## src/rtl/pipe_in_arbiter.sv

```systemverilog
// pipe_in_arbiter: round-robin share of one PipeIn enq channel among NUM_REQ
// indication sources, with a 1-entry registered output stage.
// Optional build macro PIPE_ARB_LOCK_EN keeps multi-beat messages atomic
// (req_last marks the final beat); without it req_last is ignored.
module pipe_in_arbiter #(
  parameter int unsigned NUM_REQ    = 4,
  parameter int unsigned DATA_WIDTH = 64
) (
  input  logic                          CLK,
  input  logic                          RST,
  input  logic [NUM_REQ-1:0]            req_enq__ENA,
  input  logic [NUM_REQ*DATA_WIDTH-1:0] req_enq_v,
  input  logic [NUM_REQ-1:0]            req_last,
  output logic [NUM_REQ-1:0]            req_enq__RDY,
  output logic                          pipe_enq__ENA,
  output logic [DATA_WIDTH-1:0]         pipe_enq_v,
  input  logic                          pipe_enq__RDY
);

  localparam int unsigned IDX_W = $clog2(NUM_REQ);

  logic                  out_valid;
  logic [DATA_WIDTH-1:0] out_data;
  logic [IDX_W-1:0]      rr_ptr;
  logic                  can_load;
  logic                  grant_any;
  logic [IDX_W-1:0]      grant_idx;
  logic [IDX_W-1:0]      scan_idx;
  logic [DATA_WIDTH-1:0] sel_data;

`ifdef PIPE_ARB_LOCK_EN
  logic                  lock;
  logic [IDX_W-1:0]      lock_id;
`else
  logic                  unused_last;
  assign unused_last = ^req_last;
`endif

  // Output stage can take a beat when empty or being drained this cycle
  assign can_load      = !out_valid || pipe_enq__RDY;
  assign pipe_enq__ENA = out_valid;
  assign pipe_enq_v    = out_data;

  // Grant selection: locked owner only, else first requester after rr_ptr
  always_comb begin
    grant_any = 1'b0;
    grant_idx = '0;
    scan_idx  = '0;
    if (can_load) begin
`ifdef PIPE_ARB_LOCK_EN
      if (lock) begin
        if (req_enq__ENA[lock_id]) begin
          grant_any = 1'b1;
          grant_idx = lock_id;
        end
      end else
`endif
      begin
        for (int k = 1; k <= int'(NUM_REQ); k++) begin
          scan_idx = IDX_W'((int'(rr_ptr) + k) % int'(NUM_REQ));
          if (!grant_any && req_enq__ENA[scan_idx]) begin
            grant_any = 1'b1;
            grant_idx = scan_idx;
          end
        end
      end
    end
  end

  // One-hot ready to the granted requester and its beat data
  always_comb begin
    req_enq__RDY = '0;
    sel_data     = '0;
    if (grant_any) begin
      req_enq__RDY = NUM_REQ'(1) << grant_idx;
    end
    for (int i = 0; i < int'(NUM_REQ); i++) begin
      if (grant_idx == IDX_W'(i)) begin
        sel_data = req_enq_v[i*DATA_WIDTH +: DATA_WIDTH];
      end
    end
  end

  // Output register and round-robin pointer
  always_ff @(posedge CLK or posedge RST) begin
    if (RST) begin
      out_valid <= 1'b0;
      out_data  <= '0;
      rr_ptr    <= IDX_W'(NUM_REQ - 1);
    end else begin
      if (grant_any) begin
        out_valid <= 1'b1;
        out_data  <= sel_data;
`ifdef PIPE_ARB_LOCK_EN
        if (!lock) begin
          rr_ptr <= grant_idx;
        end
`else
        rr_ptr <= grant_idx;
`endif
      end else if (out_valid && pipe_enq__RDY) begin
        out_valid <= 1'b0;
      end
    end
  end

`ifdef PIPE_ARB_LOCK_EN
  // Message lock: held from a non-last grant until the owner's last beat
  always_ff @(posedge CLK or posedge RST) begin
    if (RST) begin
      lock    <= 1'b0;
      lock_id <= '0;
    end else if (grant_any) begin
      if (!lock && !req_last[grant_idx]) begin
        lock    <= 1'b1;
        lock_id <= grant_idx;
      end else if (lock && req_last[grant_idx]) begin
        lock    <= 1'b0;
      end
    end
  end
`endif

endmodule

```

## config.mk

```make
export PLATFORM = sky130hd
export DESIGN_NAME = pipe_in_arbiter
export DESIGN_NICKNAME = d
export VERILOG_FILES = /design/src/rtl/pipe_in_arbiter.sv
export SDC_FILE = /design/constraint.sdc
export NUM_CORES = 1
export LEC_CHECK = 0
export ABC_CLOCK_PERIOD_IN_PS = 2550
export BUFFER_PORTS_ARGS = -buffer_cell sky130_fd_sc_hd__buf_4
export CAP_MARGIN = 15
export CORE_AREA = 8 8 123 125
export CTS_BUF_LIST = sky130_fd_sc_hd__clkbuf_16
export DETAILED_ROUTE_END_ITERATION = 10
export DIE_AREA = 0 0 131 133
export HOLD_SLACK_MARGIN = 0.06
export PLACE_DENSITY = 0.78
export SLEW_MARGIN = 15
export SYNTH_ARGS = -nofsm -noshare
export SYNTH_HDL_FRONTEND = slang
export SYNTH_SLANG_ARGS = --single-unit
```

## constraint.sdc

```tcl
create_clock -name CLK -period 2.55 [get_ports CLK]
set_input_delay 0.3825 -clock CLK [delete_from_list [all_inputs] [get_ports CLK]]
set_output_delay 0.3825 -clock CLK [all_outputs]
set_load 0.01 [all_outputs]
```

==> results of run 1 <==
## metal layers
layer  global-route usage, %  up-vias
met1                    20.5     2145
met4                    6.25        0
li1                        -     2144
met5                       0        -
met3                    6.31       23
met2                    35.3      238
## kinds of logic after synthesis
| group | synth area share [%] |
|---|---|
| buf+inv | 5.45 |
| compound gates | 17.6 |
| flops | 38.9 |
| mux | 29.9 |
| simple gates | 8.20 |
## worst max-delay path, cell delays in order (launching register included)
cell     delay [ps]
dfstp_2         580
nand2_1          60
o21ai_0         250
buf_4           180
nor2_4           50
nor2_4          320
and2_1          180
buf_4           130
## flip-flops by register name, indices dropped and copies added, names as in the netlist
name	cells
rr_ptr	2
pipe_enq__ENA	1
pipe_enq_v	64
## cell type report
| type | count | area [um2] | share of cell area [%] |
|---|---|---|---|
| clock buffers | 9 | 225 | 3.07 |
| clock inverters | 7 | 109 | 1.48 |
| inverters | 2 | 7.51 | 0.102 |
| multi-input cells | 288 | 2450 | 33.4 |
| flip-flops and latches | 67 | 1680 | 22.9 |
| well taps | 176 | 220 | 3.00 |
| repair buffers | 346 | 2650 | 36.1 |
## where the power goes
group,total (mW),internal [mW],switching (mW),leakage [nW]
logic,2.32,1.22,1.09,2.90
clock network,1.40,0.945,0.452,0.166
registers,1.56,1.37,0.191,0.771
## repair_timing
action,CTS,global route
gates resized for setup,0,0
hold buffers,0,0
endpoints found under the hold margin,0,0
setup endpoints to repair,1,0
## how the worst max path moves through the flow
| stage | to | slack [ps] | cells after the start |
|---|---|---|---|
| 2_1_floorplan | req_enq__RDY[2] | 450 | 6 |
| 3_3_place_gp | pipe_enq_v[29] | 120 | 7 |
| 3_5_place_dp | pipe_enq_v[22] | 40 | 7 |
| 4_1_cts | req_enq__RDY[0] | 70 | 7 |
| 5_1_grt | req_enq__RDY[0] | 20 | 7 |
| 6_report | req_enq__RDY[0] | 90 | 7 |
## through the flow
stage | setup slack [ps] | area (um2) | utilization [%]
floorplan | 454 | 4320 | -
global placement | 124 | 7000 | 53.5
detailed placement | 37.6 | 7000 | 53.5
CTS | 70.8 | 7340 | 56.1
global route | 16.3 | 7340 | 56.1
finish | 92.1 | 7340 | 56.1
## layout by cell type (no fill, tap or decap), types with 2 or more instances in the layout
cell type	count
a21o_1	2
a221oi_2	19
o21ai_0	2
or2_2	2
mux2i_1	129
o221ai_1	17
nand2_1	19
inv_1	3
bufinv_16	3
nor2_4	2
dfrtp_1	65
dfstp_2	2
a221oi_1	28
nor2b_1	3
nor2_1	50
clkbuf_16	9
nand3b_1	2
buf_4	342
buf_12	4
==> metrics.md, run 1 <==
| Metric | Value |
|---|---|
| Yosys top cell area share | `37.7%` |
| Crit path from | `rr_ptr[1]` |
| RSZ-0062 raised after global routing | `false` |
| Fraction of registers with async set/reset | `100%` |
| Starting Density | `33.0%` |
| Num rows | `42` |
| Clock sinks | `67` |
| Initial DRC Count | `190` |
| Non-Filler Instances | `just under 900` |
| CP Launch Type | `flop` |
| RR Startpoint | `rr_ptr[1]` |
| Final nets | `981` |
| Fmax | `approximately 0.4 GHz` |
| Layout cells sized above 1 | `54.2%` |
| Clock skew | `7.44 ps` |
| DP Cell Count | `878` |
| Maximum vdd drop | `0.000335 V` |
| Worst Path Required | `2170 ps` |
| Top cells by area, synth | `dfrtp_1 38%, mux2i_1 30%, a221oi_2 6.6%` |
| R2R setup slack | `340 ps` |
| #FFs+latches synth | `67` |
| CTS clock-pin slew for the worst setup and hold paths | `60 ps` |
| Pin count of the biggest net entering global routing | `49` |
| Syn nets | `approximately 660` |
| Die area | `17400 um2` |
| Die Height | `133 um` |
| Core ar. | `13100 um2` |
| # fillers | `1119` |
| PortBufs | `~330` |
| Top sig layer | `met4` |
| Die width | `131 um` |
| GRT Residual Overflow | `0` |
| Critical R2R Capture | `pipe_enq_v[20]` |
| Worst-Margin Slew | `792 ps` |
| Pleak | `3.84 nW` |
| Initial antenna violation count | `0` |
| CP Capture Type | `primary output` |
| Worst-skew pair later-pin latency | `320 ps` |
| Root Driver | `clkbuf_16` |
| Hold Slack | `206 ps` |
| Syn Area/Cell | `11.0 um2` |
| Ports | `between 300 and 400` |
| # setup viols final | `0` |
| Post-Synthesis Cells | `392` |
| Setup_tns | `0 ps` |
| Wire length per cell | `19.7 um` |
| Cell Pwr Density | `718 nW/um2` |
| Total CTS buffers | `9` |
| Synth warnings | `0` |
| WS Path Type | `flop to primary output` |
| Top cells by count, synth | `129 x mux2i_1, 65 x dfrtp_1, 51 x nor2_1` |
| Tot Pwr | `about 5.3 mW` |
| Synthesized cell area | `approximately 4300 um2` |
| Ant diodes | `0` |
| Met2 WL post-DR | `9.29 mm` |
| Area leader, netlist | `dfrtp_1` |
| Hold Crit Class | `input pin to asynchronous set/reset pin` |
| First-pass GRT wire length | `26.8 mm` |
| Met3 Wirelength | `1.79 mm` |
| Vias per inst | `5.08` |
| Final ANT Viol Nets | `0` |
| Top_reg_cell synth | `dfrtp_1` |
| Area Growth Syn to Fin | `70.0%` |
| GPL Wtd Cong | `roughly 0.89` |
| Status | `complete, no violations` |
| Sequential-to-total area share from yosys stat | `38.9%` |
| Vias | `4550` |
| EDFF count, synth | `0` |
| Drt first pass iters | `4` |
| Max-cap viol count | `0` |
| Total track usage | `19.5%` |
| Cell depth of the worst flop-to-flop path | `6` |
| Final WL | `17.7 mm` |
| Netlist cell types | `30` |
| Vias in the first global route | `5155` |
| TritonCTS clock tree | `built` |
| Slew HR | `47.2%` |
| CP Max Fanout | `12` |
| Htree depth | `3` |
| Final Max Slew Viols | `0` |
| Post CTS Setup Buffer Count | `0` |
| Final Hold Fails | `0` |
| Met1 WL | `6.27 mm` |
| Final min period | `2460 ps` |
| Tcrit/Tclk final | `96.4%` |
| Final HPWL DP | `14.5 mm` |
| Worst-case clock buffer depth | `2` |
| Count leader, synth | `mux2i_1` |
| Drc violations | `0` |
| Crit path arrival time | `2080 ps` |
(Power assumes the default switching activity.)
==> run 2: changes to the inputs <==
- CORE_AREA: 8 8 123 125 -> 5 5 127 129
- DIE_AREA: 0 0 131 133 -> 0 0 132 134
- PLACE_DENSITY: 0.78 -> 0.71
==> run 2 against run 1 <==
Compared with the run above: highest routed layer unchanged; cell count rose by 1.5%; design area fell by 0.77%; via count is 0.11% lower; hold slack lost 51 ps; critical endpoint is now req_enq__RDY[1]; maximum frequency increased by 0.71%.
==> metrics.md, run 2 (synthesis results as in run 1) <==
| Metric | Value |
|---|---|
| Slew HR | `approximately two fifths` |
| Gr busiest metal | `met2` |
| Max-cap viol count | `0` |
| CP Max Fanout | `24` |
| Worst-skew pair later-pin latency | `between 300 and 400 ps` |
| Final ANT Viol Nets | `0` |
| Clock sinks | `67` |
| Final worst setup slack | `109 ps` |
| CP Capture Type | `primary output` |
| Die area | `about 18000 um2` |
| Critical-path cell list | `mux2i_1 -> or3_1 -> o211a_4 -> buf_12 -> nor2b_1 -> buf_4` |
| Met2 usage | `between 30 and 40%` |
| Multi-input gate area | `between 2000 and 2500 um2` |
| WS Path Type | `flop to primary output` |
| Initial DRC Count | `between 150 and 200` |
| GRT Residual Overflow | `0` |
| Vias in the first global route | `5126` |
| Hold Slack | `155 ps` |
| CTS clock-pin slew for the worst setup and hold paths | `60 ps` |
| Setup_tns | `0 ps` |
| FF/Latch Area | `1680 um2` |
| Pre-CTS WS | `0.552 ps` |
| Cell depth of the worst flop-to-flop path | `5` |
| Status | `complete, no violations` |
| Initial antenna violation count | `0` |
| Tcrit/Tclk final | `about 96%` |
| Die width | `roughly 130 um` |
| Maximum vdd drop | `0.000299 V` |
| # fillers | `around 1400` |
| Final Instance Area | `7290 um2` |
| Htree depth | `3` |
| First-pass GRT wire length | `approximately 27 mm` |
| TritonCTS clock tree | `built` |
| Ports | `around 340` |
| Drt first pass iters | `4` |
| Wire length per cell | `18.5 um` |
| Die Height | `134 um` |
| Hold Crit Class | `input pin to asynchronous set/reset pin` |
| Commonest non-fill, non-tap cell in the layout | `buf_4` |
| GR Layer Usage met1 | `21.4%` |
| Clock skew | `6.91 ps` |
| CP Launch Type | `flop` |
| Vias per inst | `~5` |
| Final nets | `982` |
| RR Startpoint | `rr_ptr[1]` |
| Worst-Margin Slew | `900 ps` |
| Layout cells sized above 1 | `54.0%` |
| Max FFs per register | `64` |
| R2R setup slack | `320 ps` |
| Worst Path Required | `2170 ps` |
| Drc violations | `0` |
| Final min period | `2440 ps` |
| Commonest cells after routing, fill and taps aside | `343 x buf_4, 129 x mux2i_1, 65 x dfrtp_1` |
| Critical R2R Capture | `pipe_enq_v[32]` |
| Worst path slowest cell | `dfstp_2` |
| Total CTS buffers | `9` |
| Final HPWL DP | `13.0 mm` |
| Core ar. | `14900 um2` |
| Vias | `about 4500` |
| Final Max Slew Viols | `0` |
| Num rows | `45` |
| Pin count of the biggest net entering global routing | `49` |
| Post-DP Area | `7020 um2` |
| Final WL | `16.8 mm` |
| RSZ-0062 raised after global routing | `false` |
| Worst-case clock buffer depth | `2` |
| Crit path arrival time | `~2000 ps` |
| Area Growth Syn to Fin | `68.7%` |
| Cell Pwr Density | `679 nW/um2` |
| Starting Density | `just under 30%` |
| Met3 usage | `5.55%` |
| Tot Pwr | `between 4 and 5 mW` |
| Pleak | `3.81 nW` |
| Fmax | `0.410 GHz` |
| Ant diodes | `0` |
| Root Driver | `clkbuf_16` |
| Critical Path Max Stage Delay | `590 ps` |
| PortBufs | `between 300 and 400` |
| GPL Wtd Cong | `a little over 0.8` |
| Total track usage | `approximately a fifth` |
| # setup viols final | `0` |
| Hold-fix buffers, CTS | `0` |
| Final Hold Fails | `0` |
run 2: cell type report:
cell class / instances / share of cell area [%]
flip-flops and latches: 67 / 23.0
multi-input cells: 288 / 33.7
inverters: 2 / 0.103
clock inverters: 7 / 0.378
clock buffers: 9 / 3.09
well taps: 188 / 3.23
repair buffers: 347 / 36.4
run 2: per-stage QoR:
stage	cells	util, %
after floorplan	392	-
after global placement	890	47.0
after detailed placement	890	47.0
after CTS	907	48.8
after global routing	908	48.8
final	908	48.8
run 2: how the worst max path moves through the flow:
| stage | start | end | slack, ps |
|---|---|---|---|
| after global placement | rr_ptr[1] | pipe_enq_v[26] | 140 |
| after floorplan | req_enq__ENA[1] | req_enq__RDY[2] | 450 |
| final | rr_ptr[1] | req_enq__RDY[1] | 110 |
| after CTS | rr_ptr[1] | req_enq__RDY[0] | 3 |
| after global routing | rr_ptr[1] | req_enq__RDY[1] | 10 |
| after detailed placement | req_enq__ENA[0] | pipe_enq_v[24] | 0.6 |
run 2: timing repair:
action                     in CTS  in global routing
setup buffers                   0                  1
pin swaps                       1                  1
cloned                          1                  0
setup endpoints to repair       3                  2
gates resized for setup         0                  1
run 2: worst max-delay path, delay by kind of cell, from the launching register on:
kind / cells / cell delay [ps]
buf+inv: 2 / 340
compound gates: 1 / 200
simple gates: 2 / 250
flops: 1 / 590
mux: 1 / 330
run 2: routing by layer:
metal / part of all wire [%] / wire length (um)
met5: 0 / 0
met3: 8.4 / 1400
met2: 52 / 8720
met1: 38 / 6330
met4: 1.8 / 299
run 2: power breakdown:
group	switching, mW	leakage [nW]	total, mW	internal [mW]
sequential	0.188	0.771	1.56	1.37
clock	0.450	0.132	1.08	0.634
combinational	1.08	2.91	2.30	1.22
total	1.71	3.81	4.95	3.23
